### src/rtl/setare_pkg.sv
// Shared types and constants for the time/alarm setting block.
// Holds the FSM state encoding, the {ore, minute} payload struct,
// field widths, wrap limits and the wrapping increment helpers.
package setare_pkg;

  localparam int unsigned W_ORE    = 5;
  localparam int unsigned W_MINUTE = 6;

  localparam logic [W_ORE-1:0]    MAX_ORE    = 5'd23;
  localparam logic [W_MINUTE-1:0] MAX_MINUTE = 6'd59;

  typedef enum logic [1:0] {
    IDLE       = 2'd0,
    SET_TIMP   = 2'd1,
    SET_ALARMA = 2'd2,
    COMMIT     = 2'd3
  } stare_t;

  typedef struct packed {
    logic [W_ORE-1:0]    ore;
    logic [W_MINUTE-1:0] minute;
  } timp_t;

  // Hour increment, 23 wraps to 0.
  function automatic logic [W_ORE-1:0] inc_ore(input logic [W_ORE-1:0] v);
    return (v == MAX_ORE) ? '0 : v + 5'd1;
  endfunction

  // Minute increment, 59 wraps to 0; never carries into the hour.
  function automatic logic [W_MINUTE-1:0] inc_minute(input logic [W_MINUTE-1:0] v);
    return (v == MAX_MINUTE) ? '0 : v + 6'd1;
  endfunction

endpackage

### src/rtl/buton_repetare.sv
// Button edge detector with auto-repeat.
// Ports:
//   clock, reset  - rising-edge clock, async active-low reset
//   buton         - level button input, synchronous to clock
//   pas_c         - combinational one-cycle step: on the rising edge, then
//                   REP_DELAY cycles later, then every REP_RATE cycles while held
module buton_repetare #(
  parameter int unsigned REP_DELAY = 50_000_000,
  parameter int unsigned REP_RATE  = 10_000_000
) (
  input  logic clock,
  input  logic reset,
  input  logic buton,
  output logic pas_c
);

  localparam int unsigned MAXC = (REP_DELAY > REP_RATE) ? REP_DELAY : REP_RATE;
  localparam int unsigned CW   = $clog2(MAXC + 1);

  logic          prev;
  logic          repeta;
  logic [CW-1:0] cnt;
  logic          front_c;
  logic          tick_c;

  // cnt holds the number of cycles since the last step while held.
  assign front_c = buton & ~prev;
  assign tick_c  = buton & prev &
                   (repeta ? (cnt == CW'(REP_RATE)) : (cnt == CW'(REP_DELAY)));
  assign pas_c   = front_c | tick_c;

  // Edge register and repeat counter; release clears the counter.
  always_ff @(posedge clock or negedge reset) begin
    if (!reset) begin
      prev   <= 1'b0;
      repeta <= 1'b0;
      cnt    <= '0;
    end else begin
      prev <= buton;
      if (!buton) begin
        cnt    <= '0;
        repeta <= 1'b0;
      end else if (front_c) begin
        cnt    <= CW'(1);
        repeta <= 1'b0;
      end else if (tick_c) begin
        cnt    <= CW'(1);
        repeta <= 1'b1;
      end else begin
        cnt <= cnt + CW'(1);
      end
    end
  end

endmodule

### src/rtl/setare_multi.sv
// Time and multi-slot alarm editor.
// Ports:
//   clock, reset                  - rising-edge clock, async active-low reset
//   semnal_setare / semnal_setare_a - start editing the time / an alarm slot
//   sel_alarma                    - alarm slot chosen when an alarm edit starts
//   semnal_b1 / semnal_b2         - hour / minute increment buttons (auto-repeat)
//   semnal_stop / semnal_anulare  - commit / abort the edit
//   ore_curent, minute_curent     - live time, shown while idle
//   ore, minute                   - value being edited (registered)
//   load_timp / load_alarma       - one-cycle commit strobes
//   idx_alarma                    - slot qualified by load_alarma
//   in_setare                     - edit in progress
module setare_multi
  import setare_pkg::*;
#(
  parameter int unsigned NUM_ALARME = 4,
  parameter int unsigned REP_DELAY  = 50_000_000,
  parameter int unsigned REP_RATE   = 10_000_000,
  localparam int unsigned SW = (NUM_ALARME > 1) ? $clog2(NUM_ALARME) : 1
) (
  input  logic                clock,
  input  logic                reset,
  input  logic                semnal_setare,
  input  logic                semnal_setare_a,
  input  logic [SW-1:0]       sel_alarma,
  input  logic                semnal_b1,
  input  logic                semnal_b2,
  input  logic                semnal_stop,
  input  logic                semnal_anulare,
  input  logic [W_ORE-1:0]    ore_curent,
  input  logic [W_MINUTE-1:0] minute_curent,
  output logic [W_ORE-1:0]    ore,
  output logic [W_MINUTE-1:0] minute,
  output logic                load_timp,
  output logic                load_alarma,
  output logic [SW-1:0]       idx_alarma,
  output logic                in_setare
);

  stare_t              stare, stare_nxt;
  logic                mod_alarma, mod_nxt;
  logic [W_ORE-1:0]    ore_nxt;
  logic [W_MINUTE-1:0] minute_nxt;
  logic [SW-1:0]       idx_nxt;
  logic [SW-1:0]       sel_c;
  logic                scrie_c;
  logic                prev_setare, prev_setare_a;
  logic                front_setare_c, front_setare_a_c;
  logic                pas_b1_c, pas_b2_c;
  timp_t               alarme [NUM_ALARME];

  assign front_setare_c   = semnal_setare & ~prev_setare;
  assign front_setare_a_c = semnal_setare_a & ~prev_setare_a;

  // Out-of-range slot selections map to the last slot.
  assign sel_c = (32'(sel_alarma) >= NUM_ALARME) ? SW'(NUM_ALARME - 1) : sel_alarma;

  buton_repetare #(.REP_DELAY(REP_DELAY), .REP_RATE(REP_RATE)) u_b1 (
    .clock (clock),
    .reset (reset),
    .buton (semnal_b1),
    .pas_c (pas_b1_c)
  );

  buton_repetare #(.REP_DELAY(REP_DELAY), .REP_RATE(REP_RATE)) u_b2 (
    .clock (clock),
    .reset (reset),
    .buton (semnal_b2),
    .pas_c (pas_b2_c)
  );

  // Next-state and next-value logic.
  always_comb begin
    stare_nxt  = stare;
    mod_nxt    = mod_alarma;
    ore_nxt    = ore;
    minute_nxt = minute;
    idx_nxt    = idx_alarma;
    scrie_c    = 1'b0;
    case (stare)
      IDLE: begin
        ore_nxt    = ore_curent;
        minute_nxt = minute_curent;
        if (front_setare_c) begin
          stare_nxt = SET_TIMP;
          mod_nxt   = 1'b0;
        end else if (front_setare_a_c) begin
          stare_nxt  = SET_ALARMA;
          mod_nxt    = 1'b1;
          idx_nxt    = sel_c;
          ore_nxt    = alarme[sel_c].ore;
          minute_nxt = alarme[sel_c].minute;
        end
      end
      SET_TIMP, SET_ALARMA: begin
        // Increments land before a same-cycle stop so the commit includes them.
        if (pas_b1_c) ore_nxt = inc_ore(ore);
        if (pas_b2_c) minute_nxt = inc_minute(minute);
        if (semnal_anulare) begin
          stare_nxt  = IDLE;
          ore_nxt    = ore_curent;
          minute_nxt = minute_curent;
        end else if (semnal_stop) begin
          stare_nxt = COMMIT;
        end
      end
      COMMIT: begin
        stare_nxt  = IDLE;
        scrie_c    = mod_alarma;
        ore_nxt    = ore_curent;
        minute_nxt = minute_curent;
      end
      default: stare_nxt = IDLE;
    endcase
  end

  // State, edit registers and registered outputs.
  always_ff @(posedge clock or negedge reset) begin
    if (!reset) begin
      stare         <= IDLE;
      mod_alarma    <= 1'b0;
      ore           <= '0;
      minute        <= '0;
      idx_alarma    <= '0;
      load_timp     <= 1'b0;
      load_alarma   <= 1'b0;
      in_setare     <= 1'b0;
      prev_setare   <= 1'b0;
      prev_setare_a <= 1'b0;
    end else begin
      stare         <= stare_nxt;
      mod_alarma    <= mod_nxt;
      ore           <= ore_nxt;
      minute        <= minute_nxt;
      idx_alarma    <= idx_nxt;
      load_timp     <= (stare_nxt == COMMIT) & ~mod_nxt;
      load_alarma   <= (stare_nxt == COMMIT) & mod_nxt;
      in_setare     <= (stare_nxt != IDLE);
      prev_setare   <= semnal_setare;
      prev_setare_a <= semnal_setare_a;
    end
  end

  // Alarm copies, written while the commit strobe is up.
  always_ff @(posedge clock or negedge reset) begin
    if (!reset) begin
      for (int i = 0; i < NUM_ALARME; i++) alarme[i] <= '0;
    end else if (scrie_c) begin
      alarme[idx_alarma] <= timp_t'({ore, minute});
    end
  end

endmodule

### config.mk
export PLATFORM = sky130hd
export DESIGN_NAME = setare_multi
export DESIGN_NICKNAME = d
export VERILOG_FILES = /design/src/rtl/setare_pkg.sv /design/src/rtl/buton_repetare.sv /design/src/rtl/setare_multi.sv
export SDC_FILE = /design/constraint.sdc
export NUM_CORES = 1
export LEC_CHECK = 0
export BUFFER_PORTS_ARGS = -buffer_cell sky130_fd_sc_hd__buf_4
export CORE_MARGIN = 2
export CORE_UTILIZATION = 50
export CTS_CLUSTER_DIAMETER = 50
export DETAILED_ROUTE_END_ITERATION = 7
export PLACE_DENSITY = 0.72
export SYNTH_ARGS = -nofsm -noshare
export SYNTH_HDL_FRONTEND = slang
export SYNTH_SLANG_ARGS = --single-unit
### constraint.sdc
create_clock -name clock -period 2.79 [get_ports clock]
set_clock_uncertainty 0.05 [all_clocks]
set_input_delay 0.1395 -clock clock [delete_from_list [all_inputs] [get_ports clock]]
set_output_delay 0.1395 -clock clock [all_outputs]
set_load 0.01 [all_outputs]
After elaboration in Yosys (flattened, before gate mapping):

Cells that the tools add are included.

* add/subtract/negate cells: 4
* order comparisons: 3
* equality and inequality tests: 14
* multiplexer cells: 41
* bitwise logic cells: 20
* reductions and logical operators: 5

Operators with widths (count)
* $mux W26: 6
* $add A26 B1 Y26 const B: 2
* $eq A26 B24 Y1 const B: 2
* $eq A26 B26 Y1 const B: 2
* $bwmux W44: 1
* $mux W11: 3
* $mux W6: 5
* $mux W5: 5
* $bmux W11 S2: 1
* $demux W11 S2: 1
* $pmux W6 S3: 1
* $pmux W5 S3: 1
* $mux W1: 12
* $and A1 B1 Y1: 10
* $mux W2: 4
* $add A6 B1 Y6 const B: 1
* $eq A2 B2 Y1 const B: 3
* $eq A6 B6 Y1 const B: 1
* $ge A3 B3 Y1 const B: 2
* $ne A3 B1 Y1 const B: 2
* $ne A3 B3 Y1 const B: 2
* $not A1 Y1: 6
* $not A2 Y3: 2
* $pmux W2 S3: 1
* other kinds (10): 11

* register bits after elaboration: 121
* input bits: 21
* output and inout port bits: 16
* word-level logic and storage cells: 111

Logic depth before layout (Yosys ltp):

* depth in word-level cells: 7
* depth in mapped cells: 9
* depth with buffers taken out: 7

Hierarchy:

A second synthesis with hierarchy kept.

* cell total of the unflattened synthesis: 603
* area, all modules: 6682.7 µm²

Modules (own cells, without submodules)
* setare_multi: instances 1, cells each 270, area each 3318.2 µm², seq. area each 1626.6 µm²
* buton_repetare (u_b1): instances 1, cells each 164, area each 1719.1 µm², seq. area each 700.7 µm²
* buton_repetare (u_b2): instances 1, cells each 169, area each 1645.3 µm², seq. area each 700.7 µm²

Least setup slack after synthesis:

No wires, ideal clock.

* path kind: reg-to-reg
* from: register u_b1.cnt[9]
* to: register ore[1]
* library setup time: 0.128 ns
* arrival: 1.936 ns
* required time: 2.612 ns
* slack: 0.677 ns
* cell stages (with the launch flop): 6
* buffers on the path: 0
* clock period less this slack: 2.113 ns
* cells stage by stage: dfrtp_1 -> or3b_1 -> or4_4 -> a211oi_4 -> o22ai_2 -> mux2_1

* longest elaborated chain between the ends: 5
* elaborated cells between the ends (all ways): 6
* classes of those cells: eq/ne (3); mux (1); bitwise (2)

Ends and longest elaborated chain
* start: declaration: RTL line buton_repetare.sv:22 `logic [CW-1:0] cnt;`
* start signal: assignment: RTL line buton_repetare.sv:50 `cnt <= cnt + CW'(1);`
* $eq A26 B26 Y1 or $eq A26 B24 Y1 (tied branches): RTL line buton_repetare.sv:29 `(repeta ? (cnt == CW'(REP_RATE)) : (cnt == CW'(REP_DELAY)));`
* $mux W1 (*): RTL line buton_repetare.sv:29
* $and A1 B1 Y1 (*): RTL line buton_repetare.sv:28 `assign tick_c = buton & prev &`
* $or A1 B1 Y1 (*): RTL line buton_repetare.sv:30 `assign pas_c = front_c | tick_c;`
* $ne A3 B3 Y1 (no source line) (*)
* end signal: assignment: RTL line setare_multi.sv:133 `ore <= ore_nxt;`
* end: declaration: RTL line setare_multi.sv:32 `output logic [W_ORE-1:0] ore,`

Every way passes the cells marked *; elsewhere a longest branch is shown, timed or not.
A chain may end at the register's enable or synchronous reset.

Final worst setup path:

* from: register u_b1.cnt[9]
* to: register u_b1.cnt[11]

* longest elaborated chain between the ends: 6
* elaborated cells between the ends (all ways): 8
* classes of those cells: add/sub (1); eq/ne (2); mux (4); bitwise (1)

Ends and longest elaborated chain
* branches (longest 3 deep; another with $add A26 B1 Y26)
* $mux W26 (*): RTL line buton_repetare.sv:46 `end else if (tick_c) begin`
* $mux W26 (*): RTL line buton_repetare.sv:43 `end else if (front_c) begin`
* $mux W26 (*): RTL line buton_repetare.sv:40 `if (!buton) begin`

Mark *: on every way between the ends.

==> results list <==
- The run finished with clean final reports.
- Post-route DRC violation count: 0
- Cell with the largest stage delay on the worst path: nand3b_2
* Count of instances resized after the clock tree is built: 0
* Vert. Die Dim: 115 µm
- Dpl cell area: 6570 µm²
* Minimum period implied by the final worst setup slack: 2.36 ns
- After routing, the total negative slack on setup checks comes to 0 ns.
- Fin. Hold Viols: 0
* Post-layout net count: 644
* Fraction of registers with async set or reset after synthesis: 1.00
- Final setup margin: 0.434 ns
- Final worst path period share: 0.845
- Worst Path Class, Setup: reg -> reg
- The worst setup path is captured at a flip-flop.
* Sequential-to-total area share from yosys stat: 0.493
- Summing over every cut layer, the via total after detailed routing is 4,520.
* Setup Viol. Count Final: 0
- Number of iterations in the first detailed-routing pass: 6
- Before CTS, the worst setup slack after placement is 0.448 ns.
- The number of buffers and inverters on the critical path is 0.
- Static Leakage: 3.13 nW
- 0 antenna diodes ended up in the layout.
* TritonCTS buffer count: 17
- Source-to-sink clock delay at the later pin of the worst-skew pair: 0.42 ns
- Least-Margin Pin Slew: 0.681 ns
* Number of enable-type register cells in the synthesized netlist: 0
- Across the VDD grid, the largest voltage drop is 0.677 mV.
* TritonCTS clock tree: yes
- The most critical setup path has its endpoint at u_b1.cnt[11].
- Category of the worst setup path launch point: flip-flop
* R2R cell count: 5
* Most common library cell in the layout ignoring fill and taps: dfrtp_1
- The clock tree synthesis step divided the H-tree into 4 levels.
- Clock buffer depth: 2
* Family with the most delay on the worst path: simple AND/OR/NAND/NOR gates
- Total wire length after detailed routing: 13.4 mm
- Yosys cell types: 60
- Share of final-layout standard cells stronger than drive strength 1: 0.203
* Synthesized Nets: 601
- The core region is 12,000 µm².
- Max Freq: 0.424 GHz
* Number of max-slew violations in the final report: 0
- Total Routing Usage GR: 0.222
- In the global route stage, met3 resource usage came out at 0.0474.
- At the end of the flow the core is filled with cells to 0.595.
- Post-route standard cell area excluding fillers: 7150 µm²
- Detailed placement ended at an HPWL of 9.11 mm.
- The first global-routing pass estimated 22.7 mm of wire.
* Clock tree sinks: 121
- Area growth from synthesis to layout: 16.4%
- Most heavily used metal layer in global routing: met2
- Number of top-level design ports: 37
- For this run, global-route usage on met1 was measured as 0.292.
* Average cell area after synthesis: 10.7 µm²
- Max-cap viol count: 0
- Largest fanout on the critical path: 25
- GRT met2 Usage: 0.358
- For this design the ratio of total power to cell area is 885 nW/µm².
- The worst register-to-register path ends at u_b1.cnt[11].
* Reg2reg start: u_b1.cnt[9]
* DRT antenna net count: 0
- At the worst endpoint, the arrival time is 2.58 ns.
- Effective utilization at floorplan: 0.511
* DIE WIDTH: 115 µm
- Among all flip-flop cells after synthesis, the most frequent one is dfrtp_1.
* Via-to-Cell Ratio: 5.85
- 1st-iter DRT viols: 194
* Netlist area before placement: 6140 µm²
- Synthesized instance count: 572
* Row cnt: 40
- Across all register-to-register paths, the minimum setup slack is 0.43 ns.
- Class of the tightest hold or removal check: in -> reg
- Counting flops and latches in the post-synthesis netlist gives 121.
- At the end of routability-driven placement, the weighted congestion stood at 0.850.
* Number of global-route vias before repair: 4,669
- Setup repair after global routing left no endpoint under its margin.
- Entering global routing, the biggest net connects 56 pins.
* Critical Path, Cell by Cell: or3b_1, or4_4, a211oi_4, nand3b_2, nor2_1
* Headroom to the max-slew limit: 0.546
* Grt ovf: 0
* Total number of yosys warnings: 0
* Worst min-delay path startpoint: minute_curent[3]
- Port-buffer cells: 36
- After clock tree synthesis, the clock-pin slew on the worst setup and hold paths is 0.05 ns.
- Critical path startpoint: u_b1.cnt[9]
* Initial antenna violation count: 0
* WP data required: 3.02 ns
- Clock tree root driver cell: clkbuf_16
- Highest-count cells in the layout ignoring fill and taps: dfrtp_1 (121), nor2_1 (62), nand2_1 (55)
- Total power for the finished layout comes to 0.00633 W.
- The critical path runs through a total of 5 cells.
- The die covers 13,200 µm².
* Max stage delay on crit path: 0.49 ns
- After detailed routing, the average wire length per cell comes to 17.3 µm.
[sequential cells by signal, indices dropped and copies added (netlist names)]
signal / count
u_b2.repeta: 1
prev_setare: 1
idx_alarma: 2
stare: 2
u_b2.cnt: 26
alarme: 44
ore: 5
load_alarma: 1
u_b1.prev: 1
u_b1.repeta: 1
prev_setare_a: 1
in_setare: 1
minute: 6
u_b1.cnt: 26
u_b2.prev: 1
load_timp: 1
mod_alarma: 1
[cells in the mapped netlist, types with 3 or more instances]
cell type	number	area share
a221oi_1	6	0.0086
nor2b_1	4	0.0041
mux2i_1	3	0.0049
nor3_1	15	0.012
nand4_1	14	0.014
nor4_1	5	0.0051
dfrtp_1	121	0.49
xor2_1	27	0.038
nand3_1	22	0.018
and2_1	8	0.0081
nand4b_1	4	0.0057
ha_1	8	0.016
clkbuf_1	17	0.010
nand2b_1	6	0.0061
inv_1	21	0.013
and4_1	5	0.0071
mux2_1	5	0.0092
a31oi_1	7	0.0071
mux2_2	35	0.064
nor2_1	62	0.038
buf_1	4	0.0024
o21ai_0	14	0.011
mux2_4	3	0.0073
and3_1	8	0.0081
buf_2	3	0.0024
o31a_1	3	0.0043
nand2_1	55	0.034
a21oi_1	9	0.0073
nor4b_1	4	0.0057
xnor2_1	23	0.033
mux4_2	11	0.040
a21boi_0	3	0.0037
o211a_1	3	0.0049
[how the worst min path moves through the flow]
stage,slack [ns],cells after the start,end
2_1_floorplan,-0.21,0,alarme[0]
3_3_place_gp,0.13,1,u_b2.cnt[7]
3_5_place_dp,0.13,1,u_b2.cnt[8]
4_1_cts,0.04,3,minute[3]
5_1_grt,0.07,3,minute[3]
6_report,0.06,3,minute[3]
[cell type report]
| type | count | area [µm²] |
|---|---|---|
| sequential | 121 | 3030 |
| clock buffer | 25 | 465 |
| multi-input combinational | 403 | 2920 |
| fill | 965 | 4860 |
| clock inverter | 4 | 70.1 |
| timing repair buffer | 51 | 408 |
| inverter | 21 | 78.8 |
| tap | 147 | 184 |
[worst min-delay path, stage by stage]
cell and delay, ns:
buf_4 0.12, a21oi_1 0.13, o32ai_1 0.08
[per-layer routing]
layer | vias up | routed length (µm)
li1 | 2109 | -
met1 | 2271 | 5950
met2 | 116 | 6560
met3 | 24 | 569
met4 | 0 | 286
met5 | - | 0
[stage by stage]
stage / instances / hold slack [ns]
2_1_floorplan: 572 / -0.206
3_5_place_dp: 738 / 0.135
6_report: 772 / 0.0566
3_3_place_gp: 738 / 0.126
4_1_cts: 772 / 0.0417
5_1_grt: 772 / 0.0653
[power breakdown]
part | switching (W) | leakage [nW] | internal (W) | total, W
Combinational | 0.000812 | 1.26 | 0.000915 | 0.00173
Sequential | 0.000383 | 1.61 | 0.00218 | 0.00256
Clock | 0.000722 | 0.261 | 0.00132 | 0.00204
[kinds of logic after synthesis]
group / Yosys count / share of synthesized area
and+or+nand+nor: 224 / 0.185
DFF: 121 / 0.493
AOI/OAI and AO/OA: 64 / 0.0760
muxes: 57 / 0.126
xor gates and xnor gates: 50 / 0.0713
buffers and inverters: 48 / 0.0324
adders and majority gates: 8 / 0.0163
[repair_timing]
item                      4_1_cts  5_1_grt
hold endpoints to repair       52        0
buffers inserted                0        0
hold buffers                    5        0
Power figures use the tool's default switching activity.
